--- config.mk ---
export PLATFORM = sky130hd
export DESIGN_NAME = traffic_log_reader
export DESIGN_NICKNAME = d
export VERILOG_FILES = /design/src/rtl/traffic_pkg.sv /design/src/rtl/traffic_accumulator.sv /design/src/rtl/traffic_log_reader.sv
export SDC_FILE = /design/constraint.sdc
export NUM_CORES = 1
export LEC_CHECK = 0
export ABC_AREA = 0
export BUFFER_PORTS_ARGS = -buffer_cell sky130_fd_sc_hd__buf_2
export CAP_MARGIN = 20
export CORE_MARGIN = 1.5
export CORE_UTILIZATION = 42
export DETAILED_ROUTE_END_ITERATION = 10
export PLACE_DENSITY = 0.77
export SYNTH_ARGS = -nofsm -noshare
export SYNTH_HDL_FRONTEND = slang
export SYNTH_HIERARCHICAL = 1
export SYNTH_SLANG_ARGS = --single-unit
export TNS_END_PERCENT = 100
--- constraint.sdc ---
create_clock -name clock -period 3.12 [get_ports clock]
set_input_delay 0.468 -clock clock [delete_from_list [all_inputs] [get_ports clock]]
set_output_delay 0.468 -clock clock [all_outputs]
set_load 0.02 [all_outputs]
--- src/rtl/traffic_pkg.sv ---
// Shared types and constants for the Intersection traffic-count reader.
// Holds the reader FSM state type, default widths and memory port encodings.
package traffic_pkg;

    localparam int DEF_ADDR_WIDTH = 7;
    localparam int DEF_DATA_WIDTH = 4;

    localparam logic STREET_0 = 1'b0;
    localparam logic STREET_1 = 1'b1;

    localparam logic READ  = 1'b0;
    localparam logic WRITE = 1'b1;

    typedef enum logic [1:0] {
        IDLE,
        ISSUE,
        CAPTURE,
        DONE
    } state_t;

endpackage

--- src/rtl/traffic_accumulator.sv ---
// Per-street running totals plus optional peak tracking for the traffic log reader.
// Peak registers exist only when TRAFFIC_LOG_PEAK_EN is defined; otherwise the peak outputs are constant 0.
module traffic_accumulator
    import traffic_pkg::*;
#(
    parameter int ADDR_WIDTH = DEF_ADDR_WIDTH,
    parameter int DATA_WIDTH = DEF_DATA_WIDTH,
    parameter int SUM_WIDTH  = ADDR_WIDTH + DATA_WIDTH
) (
    input  logic                  clock,
    input  logic                  reset_n,
    input  logic                  clear,
    input  logic                  capture,
    input  logic                  street,
    input  logic [DATA_WIDTH-1:0] data,
    input  logic [ADDR_WIDTH-1:0] address,
    output logic [SUM_WIDTH-1:0]  total_0,
    output logic [SUM_WIDTH-1:0]  total_1,
    output logic [DATA_WIDTH-1:0] peak_value,
    output logic [ADDR_WIDTH-1:0] peak_address
);

    always_ff @(posedge clock) begin
        if (!reset_n || clear) begin
            total_0 <= '0;
            total_1 <= '0;
        end else if (capture) begin
            if (street == STREET_0) begin
                total_0 <= total_0 + SUM_WIDTH'(data);
            end else begin
                total_1 <= total_1 + SUM_WIDTH'(data);
            end
        end
    end

`ifdef TRAFFIC_LOG_PEAK_EN
    // Strict compare so a tie keeps the address where the value first appeared.
    always_ff @(posedge clock) begin
        if (!reset_n || clear) begin
            peak_value   <= '0;
            peak_address <= '0;
        end else if (capture && (data > peak_value)) begin
            peak_value   <= data;
            peak_address <= address;
        end
    end
`else
    logic unused_address;

    assign unused_address = ^address;
    assign peak_value     = '0;
    assign peak_address   = '0;
`endif

endmodule

--- src/rtl/traffic_log_reader.sv ---
// Read-side sweeper for the Intersection traffic-count memory: reads both streets over an address range.
// Optional peak tracking is enabled by defining TRAFFIC_LOG_PEAK_EN.
module traffic_log_reader
    import traffic_pkg::*;
#(
    parameter int ADDR_WIDTH = DEF_ADDR_WIDTH,
    parameter int DATA_WIDTH = DEF_DATA_WIDTH,
    parameter int SUM_WIDTH  = ADDR_WIDTH + DATA_WIDTH
) (
    input  logic                  clock,
    input  logic                  reset_n,
    input  logic                  start,
    input  logic [ADDR_WIDTH-1:0] first_Address,
    input  logic [ADDR_WIDTH-1:0] last_Address,
    output logic                  read_Write,
    output logic                  memory_Enable,
    output logic [ADDR_WIDTH-1:0] address,
    output logic                  street,
    input  logic [DATA_WIDTH-1:0] traffic_Street,
    output logic                  busy,
    output logic                  done,
    output logic [SUM_WIDTH-1:0]  total_Street_0,
    output logic [SUM_WIDTH-1:0]  total_Street_1,
    output logic                  busier_Street,
    output logic [DATA_WIDTH-1:0] peak_Value,
    output logic [ADDR_WIDTH-1:0] peak_Address
);

    state_t                  state;
    logic [ADDR_WIDTH-1:0]   last_addr;
    logic                    clear_acc;
    logic                    capture_acc;

    assign read_Write  = READ;
    assign clear_acc   = (state == IDLE) && start;
    assign capture_acc = (state == CAPTURE);

    // memory_Enable and done are set on the transition into ISSUE/DONE so they are clean registered strobes.
    always_ff @(posedge clock) begin
        if (!reset_n) begin
            state         <= IDLE;
            last_addr     <= '0;
            address       <= '0;
            street        <= STREET_0;
            memory_Enable <= 1'b0;
            busy          <= 1'b0;
            done          <= 1'b0;
            busier_Street <= 1'b0;
        end else begin
            memory_Enable <= 1'b0;
            done          <= 1'b0;
            case (state)
                IDLE: begin
                    if (start) begin
                        last_addr     <= last_Address;
                        address       <= first_Address;
                        street        <= STREET_0;
                        busier_Street <= 1'b0;
                        busy          <= 1'b1;
                        memory_Enable <= 1'b1;
                        state         <= ISSUE;
                    end
                end
                ISSUE: begin
                    state <= CAPTURE;
                end
                CAPTURE: begin
                    if (street == STREET_0) begin
                        street        <= STREET_1;
                        memory_Enable <= 1'b1;
                        state         <= ISSUE;
                    end else if (address == last_addr) begin
                        done  <= 1'b1;
                        state <= DONE;
                    end else begin
                        address       <= address + ADDR_WIDTH'(1);
                        street        <= STREET_0;
                        memory_Enable <= 1'b1;
                        state         <= ISSUE;
                    end
                end
                DONE: begin
                    busier_Street <= (total_Street_1 > total_Street_0);
                    busy          <= 1'b0;
                    state         <= IDLE;
                end
                default: begin
                    state <= IDLE;
                end
            endcase
        end
    end

    traffic_accumulator #(
        .ADDR_WIDTH(ADDR_WIDTH),
        .DATA_WIDTH(DATA_WIDTH),
        .SUM_WIDTH (SUM_WIDTH)
    ) u_accumulator (
        .clock       (clock),
        .reset_n     (reset_n),
        .clear       (clear_acc),
        .capture     (capture_acc),
        .street      (street),
        .data        (traffic_Street),
        .address     (address),
        .total_0     (total_Street_0),
        .total_1     (total_Street_1),
        .peak_value  (peak_Value),
        .peak_address(peak_Address)
    );

endmodule

# ---- Word level (Yosys, flattened, before mapping)
# Index checks and enable logic that the tools add are counted.
dict set report classes {
  n_addsub 3
  magnitude_cmp 1
  eq_ne 7
  n_mux 19
  bitwise 1
  reduce_logical 13
}
# op count
set ops {}
lappend ops {{11-bit by 4-bit adder with 11-bit output} 2}
lappend ops {{7-bit 2-to-1 mux} 3}
lappend ops {{7-bit one-hot mux with 2 select lines} 1}
lappend ops {{11-bit > comparator} 1}
lappend ops {{2-bit AND reduction} 5}
lappend ops {{1-bit one-hot mux with 2 select lines} 4}
lappend ops {{2-bit one-hot mux with 4 select lines} 1}
lappend ops {{7-bit by 1-bit adder with 7-bit output, second input constant} 1}
lappend ops {{7-bit == test} 1}
lappend ops {{1-bit 2-to-1 mux} 7}
lappend ops {{2-bit 2-to-1 mux} 3}
lappend ops {{2-bit inequality test, second input constant} 3}
lappend ops {{2-bit == test, second input constant} 2}
lappend ops {{4-bit AND reduction} 1}
lappend ops {{2-bit nonzero test} 2}
lappend ops {{3-bit AND reduction} 1}
lappend ops {{2-bit by 1-bit == test with 1-bit output, second input constant} 1}
lappend ops {{2-bit logical NOT} 1}
lappend ops {{1-bit logical AND} 1}
lappend ops {{1-bit logical NOT} 1}
lappend ops {{1-bit logical OR} 1}
lappend ops {{1-bit NOT} 1}
dict set report totals {
  regBits 43
  input_bits 21
  out_inout_bits 46
  elab_cells 54
}

# ---- Depth between registers and ports, before layout
# Gate-level depths: netlist of run 1.
dict set report depth {
  depth_word 4
  depth_mapped 8
  mapped_depth_nobuf 7
}

# ---- By module
# The synthesis of run 1 kept the hierarchy.
# module instances cells_per_inst area_per_inst_um2 seq_area_each_um2
set by_module_without_submodules {}
lappend by_module_without_submodules {traffic_accumulator 1 161 1355.0 440.4}
lappend by_module_without_submodules {traffic_log_reader 1 171 1352.5 420.4}

# ---- Worst setup path before layout of run 1
# Ideal clock, no wire load.
dict set report synth_timing {
  path_type {flip-flop to flip-flop}
  from {reg u_accumulator.total_0[0]}
  to {reg u_accumulator.total_0[6]}
  setup_ns 0.132
  t_arrival_ns 1.774
  required_time_ns 2.988
  slack_ns 1.214
  path_stages_with_launch 8
  n_path_buf 0
  synth_period_minus_slack_ns 1.906
  cell_sequence {dfxtp_1 ha_1 inv_1 fa_1 nand2b_1 a211oi_2 a31o_2 a21oi_1}
}
dict set report synth_via {
  elab_chain_len 1
}
# item line_no
set synth_lines {}
lappend synth_lines {{start, declared} traffic_accumulator.sv:17} ;# output logic [SUM_WIDTH-1:0] total_0,
lappend synth_lines {{start signal, assigned} traffic_accumulator.sv:29} ;# total_0 <= total_0 + SUM_WIDTH'(data);
lappend synth_lines {{11-bit by 4-bit adder with 11-bit output} traffic_accumulator.sv:29}
# No other way between the ends.
# A chain may end at the register's enable or synchronous reset.

# ---- Final worst setup path of run 1
dict set report layout_timing {
  from {reg state[1]}
  to {reg u_accumulator.total_1[7]}
}
dict set report layout_via {
  elab_chain_len 3
  elab_cells_between_ends 5
  cone_classes {eq/ne (1); reduce/logical (4)}
}
# item line_no
set layout_lines {}
lappend layout_lines {{start, declared} traffic_log_reader.sv:29} ;# state_t state;
lappend layout_lines {{start signal, assigned} traffic_log_reader.sv:41} ;# state <= IDLE;
lappend layout_lines {{start signal, assigned} traffic_log_reader.sv:61} ;# state <= ISSUE;
lappend layout_lines {{start signal, assigned} traffic_log_reader.sv:65} ;# state <= CAPTURE;
lappend layout_lines {{2-bit logical NOT} traffic_log_reader.sv:35} ;# assign clear_acc = (state == IDLE) && start;
lappend layout_lines {{1-bit logical AND} traffic_log_reader.sv:35}
lappend layout_lines {{1-bit logical OR} traffic_accumulator.sv:24} ;# if (!reset_n || clear) begin
lappend layout_lines {{end signal, assigned} traffic_accumulator.sv:31} ;# total_1 <= total_1 + SUM_WIDTH'(data);
lappend layout_lines {{end, declared} traffic_accumulator.sv:18} ;# output logic [SUM_WIDTH-1:0] total_1,
# Several ways; a longest one is shown, not always the timed one.

==> impl_metrics.toml, run 1 <==
[synth]
synth.distinct_cells = 55
avgSynthCellArea_um2 = 8.16
synth_edf_count = 0
synthArstFlopShare_pct = 0
yosysTopAreaCellShare_pct = 31.8
yosysSeqAreaShare_pct = 31.8
ys_warn_count = 6
synth_area_um2 = 2710
synthFlopType = "dfxtp_1"
synthTopCellsByArea = "dfxtp_1, ha_1, a21oi_1"
synth-seq-cells = 43
syn_inst = 332
yosysTopAreaCell = "dfxtp_1"

[finish]
final_area_um2 = 3070
fillCellCount = 609
drive_gt1_share_pct = 20.3
final_nets = 426
antennaDiodeCount = 0
mostFrequentLayoutCell = "buf_2"
area_growth_pct = 13.2
layout_common_cells = "buf_2, nand2_1, dfxtp_1, a21oi_1, inv_1"

[routing]
wl_um = 6340
post-route-drc-count = 0
vias_per_cell = 5.40
first_pass_iters = 4
drt-initial-drc-count = 147
vias = 2488
wire_per_inst_um = 13.8
ant_nets = 0

[sta]
max_freq_mhz = 454
tightest_slew_ns = 0.660
hold_viol = 0
finalMaxSlewViolations = 0
period_needed_ns = 2.20
rsz0062_at_grt = "false"
finalSetupViolCount = 0
relSlewSlack_pct = 55.9
fin_worst_skew_ns = 0.0157
fin_ws_ns = 0.918
fin_tns_setup_ns = 0
min_period_over_period_pct = 70.6

[clock_tree]
cts-buffers-inserted = 5
htree_levels = 2
clock_sinks = 43
clk_latency_ns = 0.31
ctsHoldBuffers = 0
postCtsResizedCells = 0
cts_tree = "done"
cts-root-buf = "clkbuf_8"
cts_setup_buffers = 0
cts.clk_slew.worst_paths_ns = 0.10
cts_buffer_depth = 2

[global_route]
grt_pass1_vias = 2210
grt_use_total_pct = 18.2
antenna_found_initial = 0
grt_pass1_wl_um = 10400
overflow = 0
grt_max_degree = 18

[die]
coreArea_um2 = 6280
fp-row-count = 29
die_height_um = 83.3
dieArea_um2 = 6940
initial_utilization_pct = 43.1
die_w_um = 83.3
ios = 67

[pwr]
p_leak_nw = 1.32
power_density_nw_per_um2 = 372
vdd.ir_drop.worst_v = 0.000186
p_total_mw = 1.14

[critical_path]
required_ns = 3.34
path_class = "reg2reg"
cp_data_arrival_time_ns = 2.42
endpoint_kind = "register"
start_kind = "register"
critPathMaxFanout = 15

[job]
maxCapViolCount = 0

[run_status]
status = "completed"

[worst_hold_path]
min_path_type = "in2reg"

[placement]
pre_cts_ws_ns = 0.879
place.gp.congestion = 0.883
dp_hpwl_um = 4770
placed_cell_area_um2 = 2980
port_buffers = 54
report_power, final:
group          internal (mW)  switching (mW)
registers              0.567          0.0223
logic                 0.0673           0.125
clock network          0.156           0.202
critical path, stage by stage (launching register included):
cell and delay [ns]:
dfxtp_1 0.46, nand3b_2 0.28, inv_1 0.27, nand2b_1 0.45
or4_1 0.58, o21ai_0 0.08
registers in the layout (all words and copies together), names as in the netlist:
name                   cells
u_accumulator/total_1     11
done                       1
busy                       1
address                    7
u_accumulator/total_0     11
busier_Street              1
state                      2
memory_Enable              1
last_addr                  7
street                     1
final timing paths:
path | from | endpoint | slack (ns) | cells after the start
max reg2reg | state[1] | u_accumulator/total_1[7] | 0.92 | 5
min reg2reg | last_addr[0] | last_addr[0] | 0.48 | 2
max | state[1] | u_accumulator/total_1[7] | 0.92 | 5
min | last_Address[5] | last_addr[5] | 0.40 | 3
metrics by stage:
stage          util, %  hold WS [ns]  instances
3_3_place_gp      47.4         0.456        453
4_1_cts           48.8         0.391        461
3_5_place_dp      47.4         0.465        453
6_report          48.8         0.397        461
2_1_floorplan        -         0.448        342
5_1_grt           48.8         0.391        461
layout make-up:
type | count | area, um^2 | share of cell area, %
Sequential cell | 43 | 861 | 28.1
Inverter | 23 | 86.3 | 2.82
Tap cell | 77 | 96.3 | 3.14
Timing Repair Buffer | 56 | 285 | 9.31
Multi-Input combinational cell | 254 | 1650 | 53.8
Clock inverter | 3 | 20.0 | 0.653
Clock buffer | 5 | 68.8 | 2.24
metal layers:
layer,global-route usage (%),vias up,wire [um]
li1,-,1253,-
met1,24.2,1143,2970
met2,29.6,84,2900
met3,3.68,8,391
met4,5.45,0,74
met5,0,-,0
kinds of logic after synthesis:
| kind of cell | after synthesis | share of synthesized area [%] |
|---|---|---|
| other cells | 2 | 0.277 |
| buf+inv | 45 | 8.73 |
| compound gates | 92 | 22.4 |
| simple gates | 116 | 22.1 |
| flops | 43 | 31.8 |
| xor+xnor | 10 | 3.23 |
| fa+ha+maj | 22 | 10.7 |
| mux | 2 | 0.739 |
Yosys cell counts (all sizes together) (2+ instances only):
library cell / number
a211o: 2
a211oi: 8
a21o: 4
a21oi: 35
a31oi: 2
a32o: 2
and2: 5
and3: 4
buf: 17
clkbuf: 5
conb: 2
dfxtp: 43
fa: 2
ha: 20
inv: 23
mux2i: 2
nand2: 44
nand2b: 6
nand3: 11
nand4: 4
nor2: 18
nor2b: 3
nor3: 4
nor4: 3
o21a: 5
o21ai: 16
o22ai: 3
o311ai: 2
o31ai: 4
o41ai: 3
or3: 7
or4: 2
xnor2: 4
xor2: 6
(Power assumes the default switching activity.)
==> inputs of run 2 (changes only) <==
==> constraint.sdc (replaced) <==
create_clock -name clock -period 2.1 [get_ports clock]
set_input_delay 0.315 -clock clock [delete_from_list [all_inputs] [get_ports clock]]
set_output_delay 0.315 -clock clock [all_outputs]
set_load 0.02 [all_outputs]
==> impl_metrics.toml, run 2 (synthesis results as in run 1) <==
[run_status]
status = "completed"

[routing]
wl_um = 6290
post-route-drc-count = 0
first_pass_iters = 4
vias = 2514
drt-initial-drc-count = 113
ant_nets = 0
vias_per_cell = 5.37
wire_per_inst_um = 13.4

[global_route]
grt_max_degree = 19
overflow = 0
grt_pass1_wl_um = 10800
grt_pass1_vias = 2424
antenna_found_initial = 0
grt_use_total_pct = 18.7

[critical_path]
cp_data_arrival_time_ns = 2.11
start_kind = "register"
path_class = "reg2reg"
path_cells = "ha_1, inv_1, fa_1, nand2b_1, a211oi_2, nand4_1, a21oi_1"
required_ns = 2.33
crit_family = "adder cells"
crit_path_max_incr_delay_ns = 0.40
worst_path_max_delay_cell = "fa_1"
endpoint_kind = "register"
critPathMaxFanout = 4
crit_buf_inv = 1

[pwr]
switching_share_pct = 29.5
p_leak_nw = 1.37
clkPwrFrac_pct = 32.6
power.switching_mw = 0.510
p_int_mw = 1.22
p_total_mw = 1.73
power_frac_seq_pct = 50.3
vdd.ir_drop.worst_v = 0.000429
pwr-share-comb_pct = 17.1
power_density_nw_per_um2 = 552

[placement]
dp_hpwl_um = 4770
port_buffers = 54
dp.cells = 460
pre_cts_ws_ns = 0.196
place.gp.congestion = 0.841
placed_cell_area_um2 = 3030

[sta]
max_freq_mhz = 530
fin_tns_setup_ns = 0
period_needed_ns = 1.89
tightest_slew_ns = 0.592
fin_worst_skew_ns = 0.0144
fin_ws_ns = 0.215
relSlewSlack_pct = 60.4
hold_viol = 0
whs_ns = 0.242
finalSetupViolCount = 0
min_period_over_period_pct = 89.8
finalMaxSlewViolations = 0
rsz0062_at_grt = "false"

[clock_tree]
cts.clk_slew.worst_paths_ns = 0.09
htree_levels = 2
cts-root-buf = "clkbuf_8"
postCtsResizedCells = 0
cts-buffers-inserted = 5
cts_buffer_depth = 2
ctsHoldBuffers = 0
clock_sinks = 43
clk_latency_ns = 0.30
cts_setup_buffers = 0
cts_tree = "done"

[worst_hold_path]
min_path_type = "in2reg"

[finish]
final_nets = 433
mostFrequentLayoutCell = "buf_2"
area_growth_pct = 15.5
multi_input_area_um2 = 1650
final_area_um2 = 3130
reg_top3 = "u_accumulator/total_0 (11), u_accumulator/total_1 (11)"
seq_area_um2 = 861
antennaDiodeCount = 0
layout_common_cells = "buf_2, nand2_1, dfxtp_1, a21oi_1, inv_1"
post-route-util_pct = 49.8
drive_gt1_share_pct = 21.7
layoutNonFillerInstCount = 468
fillCellCount = 622

[die]
ios = 67
die_height_um = 83.3
fp-row-count = 29
die_w_um = 83.3
dieArea_um2 = 6940
coreArea_um2 = 6280
initial_utilization_pct = 43.1

[job]
maxCapViolCount = 0
run 2: final timing paths:
path	from	endpoint	slack (ns)	cells after the start
max reg2reg	u_accumulator/total_0[0]	u_accumulator/total_0[6]	0.21	7
min	last_Address[3]	last_addr[3]	0.24	3
max	u_accumulator/total_0[0]	u_accumulator/total_0[6]	0.21	7
min reg2reg	last_addr[5]	last_addr[5]	0.47	2
run 2: cell type report:
type | instances | area share (%)
Clock buffer | 6 | 2.64
Clock inverter | 2 | 0.520
Tap cell | 77 | 3.08
Inverter | 23 | 2.76
Multi-Input combinational cell | 254 | 52.7
Sequential cell | 43 | 27.5
Timing Repair Buffer | 63 | 10.8
run 2: layer usage:
layer  global-route usage, %  up-vias  share of wire, %  routed length, um
met5                       0        -                 0                  0
met4                    3.94        0              0.52                 33
met3                    3.88        4               5.3                334
met2                    33.0       82                48               2990
met1                    23.5     1160                47               2930
li1                        -     1268                 -                  -
run 2: power by group through the flow:
stage                     registers, mW  clock network, mW  logic (mW)
after floorplan                   0.906                  0       0.208
after global placement            0.887                  0       0.289
after detailed placement          0.887                  0       0.292
after CTS                         0.868              0.586       0.295
after global routing              0.874              0.622       0.329
final                             0.869              0.563       0.296
run 2: worst reg2reg max path, delay by kind of cell (launching register included):
kind            cells  cell delay, ns
compound gates      2            0.44
fa+ha+maj           2            0.62
buf+inv             1            0.06
flops               1            0.38
simple gates        2            0.32
==> inputs of run 3 (changes only) <==
--- a/config.mk
+++ b/config.mk
@@ -9,9 +9,9 @@
 export BUFFER_PORTS_ARGS = -buffer_cell sky130_fd_sc_hd__buf_2
 export CAP_MARGIN = 20
 export CORE_MARGIN = 1.5
-export CORE_UTILIZATION = 42
+export CORE_UTILIZATION = 54
 export DETAILED_ROUTE_END_ITERATION = 10
-export PLACE_DENSITY = 0.77
+export PLACE_DENSITY = 0.93
 export SYNTH_ARGS = -nofsm -noshare
 export SYNTH_HDL_FRONTEND = slang
 export SYNTH_HIERARCHICAL = 1
==> impl_metrics.toml, run 3 (synthesis results as in run 1) <==
[finish]
post-route-util_pct = 65.0
mostFrequentLayoutCell = "buf_2"
antennaDiodeCount = 0
drive_gt1_share_pct = 20.7
final_area_um2 = 3110
reg_top3 = "u_accumulator/total_0 (11), u_accumulator/total_1 (11)"
area_growth_pct = 14.9
layout_common_cells = "buf_2, nand2_1, dfxtp_1, a21oi_1, inv_1"
layoutNonFillerInstCount = 453
fillCellCount = 391
final_nets = 428

[routing]
vias_per_cell = 5.83
wl_um = 6670
drt-initial-drc-count = 151
vias = 2640
post-route-drc-count = 0
wire_per_inst_um = 14.7
ant_nets = 0
first_pass_iters = 5

[placement]
dp_hpwl_um = 4660
place.gp.congestion = 0.859
placed_cell_area_um2 = 2980
dp.cells = 445
port_buffers = 54

[sta]
tightest_slew_ns = 0.555
max_freq_mhz = 511
whs_ns = 0.240
hold_viol = 0
relSlewSlack_pct = 62.9
period_needed_ns = 1.96
rsz0062_at_grt = "false"
min_period_over_period_pct = 93.2
finalSetupViolCount = 0
finalMaxSlewViolations = 0
fin_tns_setup_ns = 0
fin_worst_skew_ns = 0.00307

[die]
die_w_um = 73.8
coreArea_um2 = 4790
initial_utilization_pct = 56.6
ios = 67
dieArea_um2 = 5450
fp-row-count = 25
die_height_um = 73.8

[critical_path]
path_class = "reg2reg"
endpoint_kind = "register"
cp_data_arrival_time_ns = 2.19
rrSetupSlack_ns = 0.14
start_kind = "register"
critPathMaxFanout = 4
r2r-start = "u_accumulator/total_0[0]"
startpoint = "u_accumulator/total_0[0]"
required_ns = 2.34

[clock_tree]
cts_setup_buffers = 0
postCtsResizedCells = 0
clock_sinks = 43
cts.clk_slew.worst_paths_ns = 0.08
cts_tree = "done"
cts-root-buf = "clkbuf_8"
cts_buffer_depth = 2
clk_latency_ns = 0.30
htree_levels = 2
cts-buffers-inserted = 5
ctsHoldBuffers = 0

[global_route]
grt_max_degree = 19
grt_pass1_wl_um = 10500
antenna_found_initial = 0
grt_pass1_vias = 2362
overflow = 0
grt_use_total_pct = 24.7

[pwr]
power_density_nw_per_um2 = 624
p_leak_nw = 1.36
vdd.ir_drop.worst_v = 0.000461

[run_status]
status = "completed"

[job]
maxCapViolCount = 0

[worst_hold_path]
hp-start = "last_Address[1]"
min_path_type = "in2reg"
==> run 3: cell types whose count changed in the layout (fill, tap and decap cells not counted), sizes merged <==
| cell | previous run | this run |
|---|---|---|
| buf | 63 | 58 |
| clkinv | 1 | 0 |
| clkinvlp | 1 | 0 |
| bufinv | 0 | 2 |
==> run 3: final cells by class <==
cell class              instances  area [um^2]  area share (%)
well taps                      67         83.8            2.69
inverters                      23         86.3            2.77
clock buffers                   6         72.6            2.33
clock inverters                 2         60.1            1.93
multi-input cells             254         1650            53.0
repair buffers                 58          300            9.65
flip-flops and latches         43          861            27.7
==> run 3: critical path, stage by stage, from the launching register on <==
cell	delay (ns)
dfxtp_1	0.39
ha_1	0.22
inv_1	0.07
fa_1	0.41
nor2b_1	0.15
o21ai_0	0.13
a211oi_1	0.31
mux2i_1	0.21
==> run 3: routing by layer <==
metal | share of wire (%) | GRT usage (%) | vias up
met5 | 0 | 0 | -
met4 | 2.3 | 9.88 | 0
met3 | 7.4 | 5.21 | 20
met2 | 47 | 39.1 | 123
met1 | 43 | 32.8 | 1236
li1 | - | - | 1261
==> run 3: stage by stage <==
| stage | setup WS [ns] | total power, mW |
|---|---|---|
| finish | 0.143 | 1.94 |
| global route | 0.0305 | 2.02 |
| CTS | 0.136 | 1.94 |
| detailed placement | 0.166 | 1.18 |
| global placement | 0.230 | 1.17 |
| floorplan | 0.194 | 1.11 |
==> run 3: path summary, 6_finish.rpt <==
kind,depth (start not counted),to
hold / removal,3,last_addr[1]
hold reg to reg,2,last_addr[1]
setup reg to reg,7,u_accumulator/total_0[10]
setup / recovery,7,u_accumulator/total_0[10]
==> run 3: where the power goes <==
| part | switching, mW | internal [mW] |
|---|---|---|
| combinational | 0.188 | 0.104 |
| sequential | 0.0339 | 0.842 |
| clock | 0.297 | 0.475 |
